$ cat config.mk
export PLATFORM = sky130hd
export DESIGN_NAME = status_flag_ctrl
export DESIGN_NICKNAME = d
export VERILOG_FILES = /design/src/rtl/status_flag_ctrl.sv
export SDC_FILE = /design/constraint.sdc
export NUM_CORES = 1
export LEC_CHECK = 0
export CAP_MARGIN = 20
export CELL_PAD_IN_SITES_DETAIL_PLACEMENT = 0
export CELL_PAD_IN_SITES_GLOBAL_PLACEMENT = 1
export CORE_MARGIN = 2
export CORE_UTILIZATION = 25
export CTS_CLUSTER_SIZE = 24
export DETAILED_ROUTE_END_ITERATION = 7
export PLACE_DENSITY = 0.75
export SETUP_SLACK_MARGIN = 0.05
export SLEW_MARGIN = 5
export SYNTH_ARGS = -nofsm -noshare
export SYNTH_HDL_FRONTEND = slang
export SYNTH_SLANG_ARGS = --single-unit
$ cat constraint.sdc
create_clock -name clk -period 4.2 [get_ports clk]
set_input_delay 0.84 -clock clk [delete_from_list [all_inputs] [get_ports clk]]
set_output_delay 0.84 -clock clk [all_outputs]
set_load 0.01 [all_outputs]
$ cat src/rtl/status_flag_ctrl.sv
// NZCV status register with flag-hazard tracking between ID issue and EXE commit.
// Optional EXE-to-ID flag bypass enabled by defining FLAG_FWD_EN.
module status_flag_ctrl #(
  parameter int PEND_DEPTH = 2
) (
  input  logic       clk,
  input  logic       rst,
  input  logic       id_valid,
  input  logic [3:0] id_cond,
  input  logic       id_set_s,
  input  logic       exe_flag_we,
  input  logic [3:0] exe_flags,
  input  logic       flush,
  output logic       stall,
  output logic       issue,
  output logic       cond_pass,
  output logic [3:0] status,
  output logic       seq_err
);

  localparam logic [PEND_DEPTH-1:0] TOP =
    PEND_DEPTH'(1) << (PEND_DEPTH - 1);

  logic [PEND_DEPTH-1:0] pipe;
  logic [PEND_DEPTH-1:0] pipe_n;
  logic [PEND_DEPTH-1:0] haz_bits;
  logic [3:0]            flags;
  logic                  fwd;
  logic                  is_cond;
  logic                  hazard;
  logic                  pass;
  logic                  n, z, c, v;

  assign is_cond = id_cond != 4'b1110;

`ifdef FLAG_FWD_EN
  // EXE setter is the only one in flight: take its flags directly.
  assign fwd = exe_flag_we & ~|(pipe & ~TOP);
`else
  assign fwd = 1'b0;
`endif

  assign haz_bits = fwd ? (pipe & ~TOP) : pipe;
  assign hazard   = id_valid & is_cond & (|haz_bits);
  assign stall    = hazard;
  assign issue    = id_valid & ~hazard & ~flush;

  assign flags = fwd ? exe_flags : status;
  assign n = flags[3];
  assign z = flags[2];
  assign c = flags[1];
  assign v = flags[0];

  always_comb begin
    pass = 1'b1;
    case (id_cond)
      4'b0000: pass = z;
      4'b0001: pass = ~z;
      4'b0010: pass = c;
      4'b0011: pass = ~c;
      4'b0100: pass = n;
      4'b0101: pass = ~n;
      4'b0110: pass = v;
      4'b0111: pass = ~v;
      4'b1000: pass = c & ~z;
      4'b1001: pass = ~c | z;
      4'b1010: pass = n == v;
      4'b1011: pass = n != v;
      4'b1100: pass = ~z & (n == v);
      4'b1101: pass = z | (n != v);
      default: pass = 1'b1;
    endcase
  end

  assign cond_pass = issue & pass;

  // A flush kills every younger setter, so nothing shifts toward EXE.
  always_comb begin
    pipe_n    = '0;
    pipe_n[0] = ~flush & cond_pass & id_set_s;
    for (int i = 1; i < PEND_DEPTH; i++)
      pipe_n[i] = ~flush & pipe[i-1];
  end

  always_ff @(posedge clk) begin
    if (rst) begin
      pipe    <= '0;
      status  <= '0;
      seq_err <= 1'b0;
    end else begin
      pipe <= pipe_n;
      if (exe_flag_we)
        status <= exe_flags;
      if (exe_flag_we != pipe[PEND_DEPTH-1])
        seq_err <= 1'b1;
    end
  end

endmodule

After elaboration in Yosys (flattened, before gate mapping)
Cells that the tools add are included.

Register bits: 7. Latch bits: 0. Bits in writable memories: 0. Memory bits (read-only): 0. Bits of input ports: 14. Output and inout port bits: 8. Logic and storage cells: 41. Memories kept: 0.

$add $sub $neg: 0. Multipliers: 0. Divide/modulo/power cells: 0. Magnitude comparators: 0. Equal/unequal tests: 17. Shifts and indexed selects: 0. Mux-type cells: 1. Bitwise logic cells: 18. Reduce and logical (&&, ||, !) cells: 2.

Operators by type and width (count): $eq A4 B4 Y1 const B (6); $eq A4 B3 Y1 const B (4); $pmux W1 S14 (1); $and A1 B1 Y1 (10); $eq A4 B2 Y1 const B (2); $not A1 Y1 (6); $eq A4 B1 Y1 const B (1); $logic_not A4 Y1 (1); $ne A4 B4 Y1 const B (1); $ne A1 B1 Y1 (2); $or A1 B1 Y1 (2); $reduce_or A2 Y1 (1); $eq A1 B1 Y1 (1).

Longest topological paths before layout
Gate-level depths: netlist of the first run.

Depth after elaboration: 9. Mapped depth: 5.

Least setup slack after synthesis of the first run
No wires, ideal clock.

Path type: input -> output. From: in id_cond[0]. To: out cond_pass. Arrival time: 1.806 ns. Path slack: 1.554 ns. Stages: 5. Buffers on the path: 1. Cell sequence: clkbuf_1 xnor3_1 o211a_1 a221oi_2 a21boi_1.

Longest elaborated chain between the ends: 7. Elaborated cells between the ends (all ways): 22. Classes of those cells: eq/ne (14); mux (1); bitwise (6); reduce/logical (1).

RTL lines: from (decl) (RTL line 9) `input logic [3:0] id_cond,`; $ne A4 B4 Y1 (RTL line 34) `assign is_cond = id_cond != 4'b1110;`; $and A1 B1 Y1 (2 in a row) (RTL line 44) `assign hazard = id_valid & is_cond & (|haz_bits);`; $not A1 Y1 (RTL line 46) `assign issue = id_valid & ~hazard & ~flush;`; $and A1 B1 Y1 (2 in a row) (RTL line 46); $and A1 B1 Y1 * (RTL line 75) `assign cond_pass = issue & pass;`; to (decl) (RTL line 16) `output logic cond_pass,`.

Mark *: on every way between the ends. The rest lies on a longest branch, timed or not.

Worst setup path after layout of the first run
Ends and elaborated chain as after synthesis.

==> metrics, run 1 <==
CTS resizes=0; worst-path fanout max=6; Core Area=1690 um2; GRT overflow=0; placed cell count=82; Yosys reg bits=7; Mean Syn Cell Area=9.34 um2; post-place instance area=659 um2; Fillers=182; TritonCTS Buffers=3; synth warn=0; largest net degree at the start of global routing=9; crit path time final=3510 ps; leakage=0.293 nW; Routed Antenna Nets=0; most common cell after layout, fill and taps aside=clkdlybuf4s50_1; Max Cap Viol=0; H-tree depth=1; register area share after synthesis=0.319; initial antenna violation count=0; Net Count, Synth=61; Detailed Route WL=972 um; Chip Height=45.9 um; die width=45.9 um; worst-case clock buffer depth=2; Antenna Cells=0; Routed WL per cell=11.3 um; unrepaired setup endpoints after global routing=false; clk_skew=3.60 ps; final worst slack=689 ps; nets@finish=84; fin util=0.406; post-synthesis cell type count=21; PortBufs=21; Max Freq=0.285 GHz; via count=405; clk_lat worst skew=250 ps; FP Rows=15; Worst slew margin=0.805; Setup Fix Bufs, Post-CTS=0; first-pass GRT wire length=1500 um; hold slack=476 ps; CTS root buffer=clkbuf_4; Design Power=181 uW; Post-Syn Instances=47; PD cells=264 nW/um2; I/O pins=22; Residual DRC=0; Initial Utilization=0.260; Post-Layout Inst Area=686 um2; CP Capture Type=output pin; worst endpoint required time=3360 ps; GR Util All Layers=0.103; final count of hold timing violations=0; critical path class=in -> out; hold-fix buffers at CTS=0; fin crit share=0.836; vias in the first global route=376; Clock Sinks=7; final instance count without filler cells=86; Setup violations, final=0; Worst VDD drop=123 uV; crit path DAT=2670 ps; layout cells sized above 1=0.0725; post-place setup slack=679 ps; Setup TNS=0 ps; Startpoint Class=primary input; DR pass1 iterations=2; status=completed; HP Class=reg -> reg; CTS tree=built; drt initial violations=2; Mapped Area=439 um2; Slew @ Worst Pin=292 ps; commonest non-fill, non-tap cells in the layout=21 x clkdlybuf4s50_1, 7 x mux2i_1, 7 x nor2_1, 7 x dfxtp_1; clock-pin slew on the worst setup and hold paths=50 ps; die area=2110 um2; gpl congestion=0.725; synthesis-to-finish area growth=56.1%; Max Slew Vio Count=0; post-DR vias/cell=4.71
[flip-flops by register name (all words and copies together), names as in the netlist]
signal	count
status	4
haz_bits	2
seq_err	1
[logic make-up (layout without fill, tap and decap cells)]
kind of cell    after synthesis  after routing  share of synthesized area
xor+xnor                      5              5                      0.131
simple gates                 19             19                      0.251
mux                           7              7                      0.160
buf+inv                       3             25                     0.0256
flops                         7              7                      0.319
compound gates                6              6                      0.114
[path summary, 6_finish.rpt]
| kind | to | startpoint | slack [ps] | depth (start not counted) |
|---|---|---|---|---|
| setup / recovery | cond_pass | id_cond[0] | 690 | 6 |
| hold reg to reg | seq_err$_SDFFE_PP0P_ | seq_err$_SDFFE_PP0P_ | 480 | 2 |
| hold / removal | seq_err$_SDFFE_PP0P_ | seq_err$_SDFFE_PP0P_ | 480 | 2 |
| setup reg to reg | haz_bits[0]$_SDFF_PP0_ | status[3]$_SDFFE_PP0P_ | 2730 | 4 |
[critical path: stages]
cell and delay (ps):
clkdlybuf4s50_1 590, xnor3_1 250, o211a_1 220, a221oi_2 190, a21boi_1 100, clkdlybuf4s50_1 480
[cell usage after synthesis, drive strengths merged]
master / instances / area (um2)
a21boi: 1 / 7.51
a21oi: 2 / 10.0
a221oi: 1 / 15.0
a22oi: 1 / 7.51
and3: 1 / 6.26
and3b: 2 / 17.5
clkbuf: 3 / 11.3
dfxtp: 7 / 140
mux2i: 7 / 70.1
nand2: 1 / 3.75
nand2b: 1 / 6.26
nand3b: 1 / 7.51
nand4b: 1 / 8.76
nor2: 7 / 26.3
nor2b: 2 / 12.5
nor3b: 2 / 15.0
o211a: 1 / 10.0
or2: 1 / 6.26
xnor2: 3 / 26.3
xnor3: 1 / 22.5
xor2: 1 / 8.76
[layout make-up]
class	count	area (um2)	share of cell area
Clock buffer	4	26.3	0.0383
Tap cell	17	21.3	0.0310
Timing Repair Buffer	21	210	0.307
Multi-Input combinational cell	37	288	0.420
Sequential cell	7	140	0.204
[layer usage]
layer  vias to the layer above  part of all wire  GRT usage
met5                         -                 0          0
met4                         0                 0     0.0800
met3                         0             0.078     0.0397
met2                        12              0.49      0.150
met1                       184              0.43      0.119
li1                        209                 -          -
[power by group]
part / switching, mW / internal (mW) / leakage [nW]
combinational: 0.0177 / 0.0310 / 0.220
sequential: 0.00352 / 0.0699 / 0.0576
clock: 0.0230 / 0.0361 / 0.0150
(Power assumes the default switching activity.)
==> run 2: changes to the inputs <==
- clock period: 4.2 -> 3.4 ns (I/O delays scaled with it)
==> results of run 2 <==
The final DEF is identical to that of run 1. Status: completed.
Among the figures that moved: setup slack after placement 679 ps -> 199 ps; setup slack after layout 689 ps -> 209 ps; register-to-register setup slack 2730 ps -> 1930 ps; total power 0.181 mW -> 0.224 mW; worst IR drop on VDD 123 uV -> 152 uV
==> run 3: changes to the inputs <==
- PLACE_DENSITY: 0.75 -> 0.69
==> metrics, run 3 (synthesis gave the netlist of run 1 again) <==
worst-path fanout max=6 (unchanged); clk_skew=1.42 ps (was 3.60 ps); FF-to-FF Start=status[3]$_SDFFE_PP0P_ (unchanged); drt initial violations=3 (was 2); final count of hold timing violations=0 (unchanged); leakage=0.293 nW (unchanged); layout cells sized above 1=0.0725 (unchanged); GR Util All Layers=0.112 (was 0.103); critical path class=in -> out (unchanged); DR pass1 iterations=3 (was 2); Hold EP=haz_bits[1]$_SDFF_PP0_ (was seq_err$_SDFFE_PP0P_); die width=45.9 um (unchanged); Clock Sinks=7 (unchanged); GRT overflow=0 (unchanged); first-pass GRT wire length=1680 um (was 1500 um); Max Slew Vio Count=0 (unchanged); PD cells=326 nW/um2 (was 327 nW/um2); Max Freq=0.311 GHz (was 0.313 GHz); worst endpoint required time=2720 ps (about the same); hold-fix buffers at CTS=0 (unchanged); Combinational Power Share=0.271 (was 0.269); Initial Utilization=0.260 (unchanged); Sw Ratio=0.244 (about the same); Residual DRC=0 (unchanged); Antenna Cells=0 (unchanged); most common cell after layout, fill and taps aside=clkdlybuf4s50_1 (unchanged); commonest non-fill, non-tap cells in the layout=21 x clkdlybuf4s50_1, 7 x mux2i_1, 7 x nor2_1, 7 x dfxtp_1 (unchanged); Core Area=1690 um2 (unchanged); Detailed Route WL=1030 um (was 972 um); Hold Startpoint=haz_bits[0]$_SDFF_PP0_ (was seq_err$_SDFFE_PP0P_); nets@finish=84 (unchanged); clk_lat worst skew=240 ps (was 250 ps); crit path time final=3210 ps (was 3190 ps); Max Cap Viol=0 (unchanged); via count=411 (was 405); final worst slack=188 ps (was 209 ps); Design Power=224 uW (about the same); Routed WL per cell=12.0 um (was 11.3 um); Routed Antenna Nets=0 (unchanged); Worst VDD drop=166 uV (was 152 uV); worst-case reg-to-reg path depth=4 (unchanged); status=completed (unchanged); CP Capture Type=output pin (unchanged); Setup Fix Bufs, Post-CTS=0 (unchanged); flop2flop setup slack=1910 ps (was 1930 ps); clock-pin slew on the worst setup and hold paths=50 ps (about the same); DP HPWL=803 um; I/O pins=22 (unchanged); largest net degree at the start of global routing=9 (unchanged); Startpoint Class=primary input (unchanged); unrepaired setup endpoints after global routing=false (unchanged); CTS root buffer=clkbuf_4 (unchanged); Setup TNS=0 ps (unchanged); CTS resizes=0 (unchanged); WHS Path Cells=1 (was 2); Slew @ Worst Pin=299 ps (was 292 ps); synthesis-to-finish area growth=56.1% (unchanged); die area=2110 um2 (unchanged); vias in the first global route=410 (was 376); worst r2r dst=haz_bits[0]$_SDFF_PP0_ (unchanged); H-tree depth=1 (unchanged); fin crit share=0.945 (was 0.939); switching power=54.5 uW (was 54.6 uW); max reg flops=4 (unchanged); initial antenna violation count=0 (unchanged); crit path DAT=2530 ps (was 2510 ps); PortBufs=21 (unchanged); internal power=169 uW (about the same); Worst slew margin=0.800 (was 0.805); worst-case clock buffer depth=2 (unchanged); TritonCTS Buffers=3 (unchanged); gpl congestion=0.690 (was 0.725); FP Rows=15 (unchanged); clock network power share=0.324 (was 0.326); Setup violations, final=0 (unchanged); Chip Height=45.9 um (unchanged); post-DR vias/cell=4.78 (was 4.71); Biggest register=status (unchanged); Seq pwr share=0.405 (about the same); CTS tree=built (unchanged); post-place setup slack=172 ps (was 199 ps); HP Class=reg -> reg (unchanged)
==> run 3: metal layers <==
layer  track usage  share of wire  vias to the layer above
met5             0              0                        -
met4        0.0857          0.018                        0
met3        0.0119          0.050                        2
met2         0.183           0.48                       10
met1         0.131           0.45                      190
li1              -              -                      209
==> run 3: final cells by class <==
type	instances	area, um2
tap	17	21.3
fill	183	1000
sequential	7	140
timing repair buffer	21	210
multi-input combinational	37	288
clock buffer	4	26.3
==> run 3: how the worst max path moves through the flow <==
stage / slack (ps) / to / start
after CTS: 160 / cond_pass / id_cond[0]
final: 190 / cond_pass / id_cond[0]
after global routing: 80 / cond_pass / id_cond[0]
after floorplan: 1070 / cond_pass / id_cond[0]
after global placement: 160 / cond_pass / id_cond[0]
after detailed placement: 170 / cond_pass / id_cond[0]
==> run 3: per-stage QoR <==
stage	cell area, um2	utilization	hold WS (ps)	std cells
after CTS	686	0.406	475	86
after detailed placement	659	0.390	461	82
after global routing	686	0.406	496	86
final	686	0.406	471	86
after floorplan	439	-	447	47
after global placement	659	0.390	463	82
==> run 3: power groups by stage <==
stage	clock network, mW	registers, mW	logic [mW]
floorplan	0	0.0932	0.0291
global placement	0	0.0924	0.0610
detailed placement	0	0.0922	0.0613
CTS	0.0755	0.0906	0.0616
global route	0.0788	0.0915	0.0659
finish	0.0724	0.0906	0.0607
==> run 3: critical path, cell delays in order <==
cell and delay, ps:
clkdlybuf4s50_1 600, xnor3_1 260, o211a_1 220, a221oi_2 190, a21boi_1 100, clkdlybuf4s50_1 480
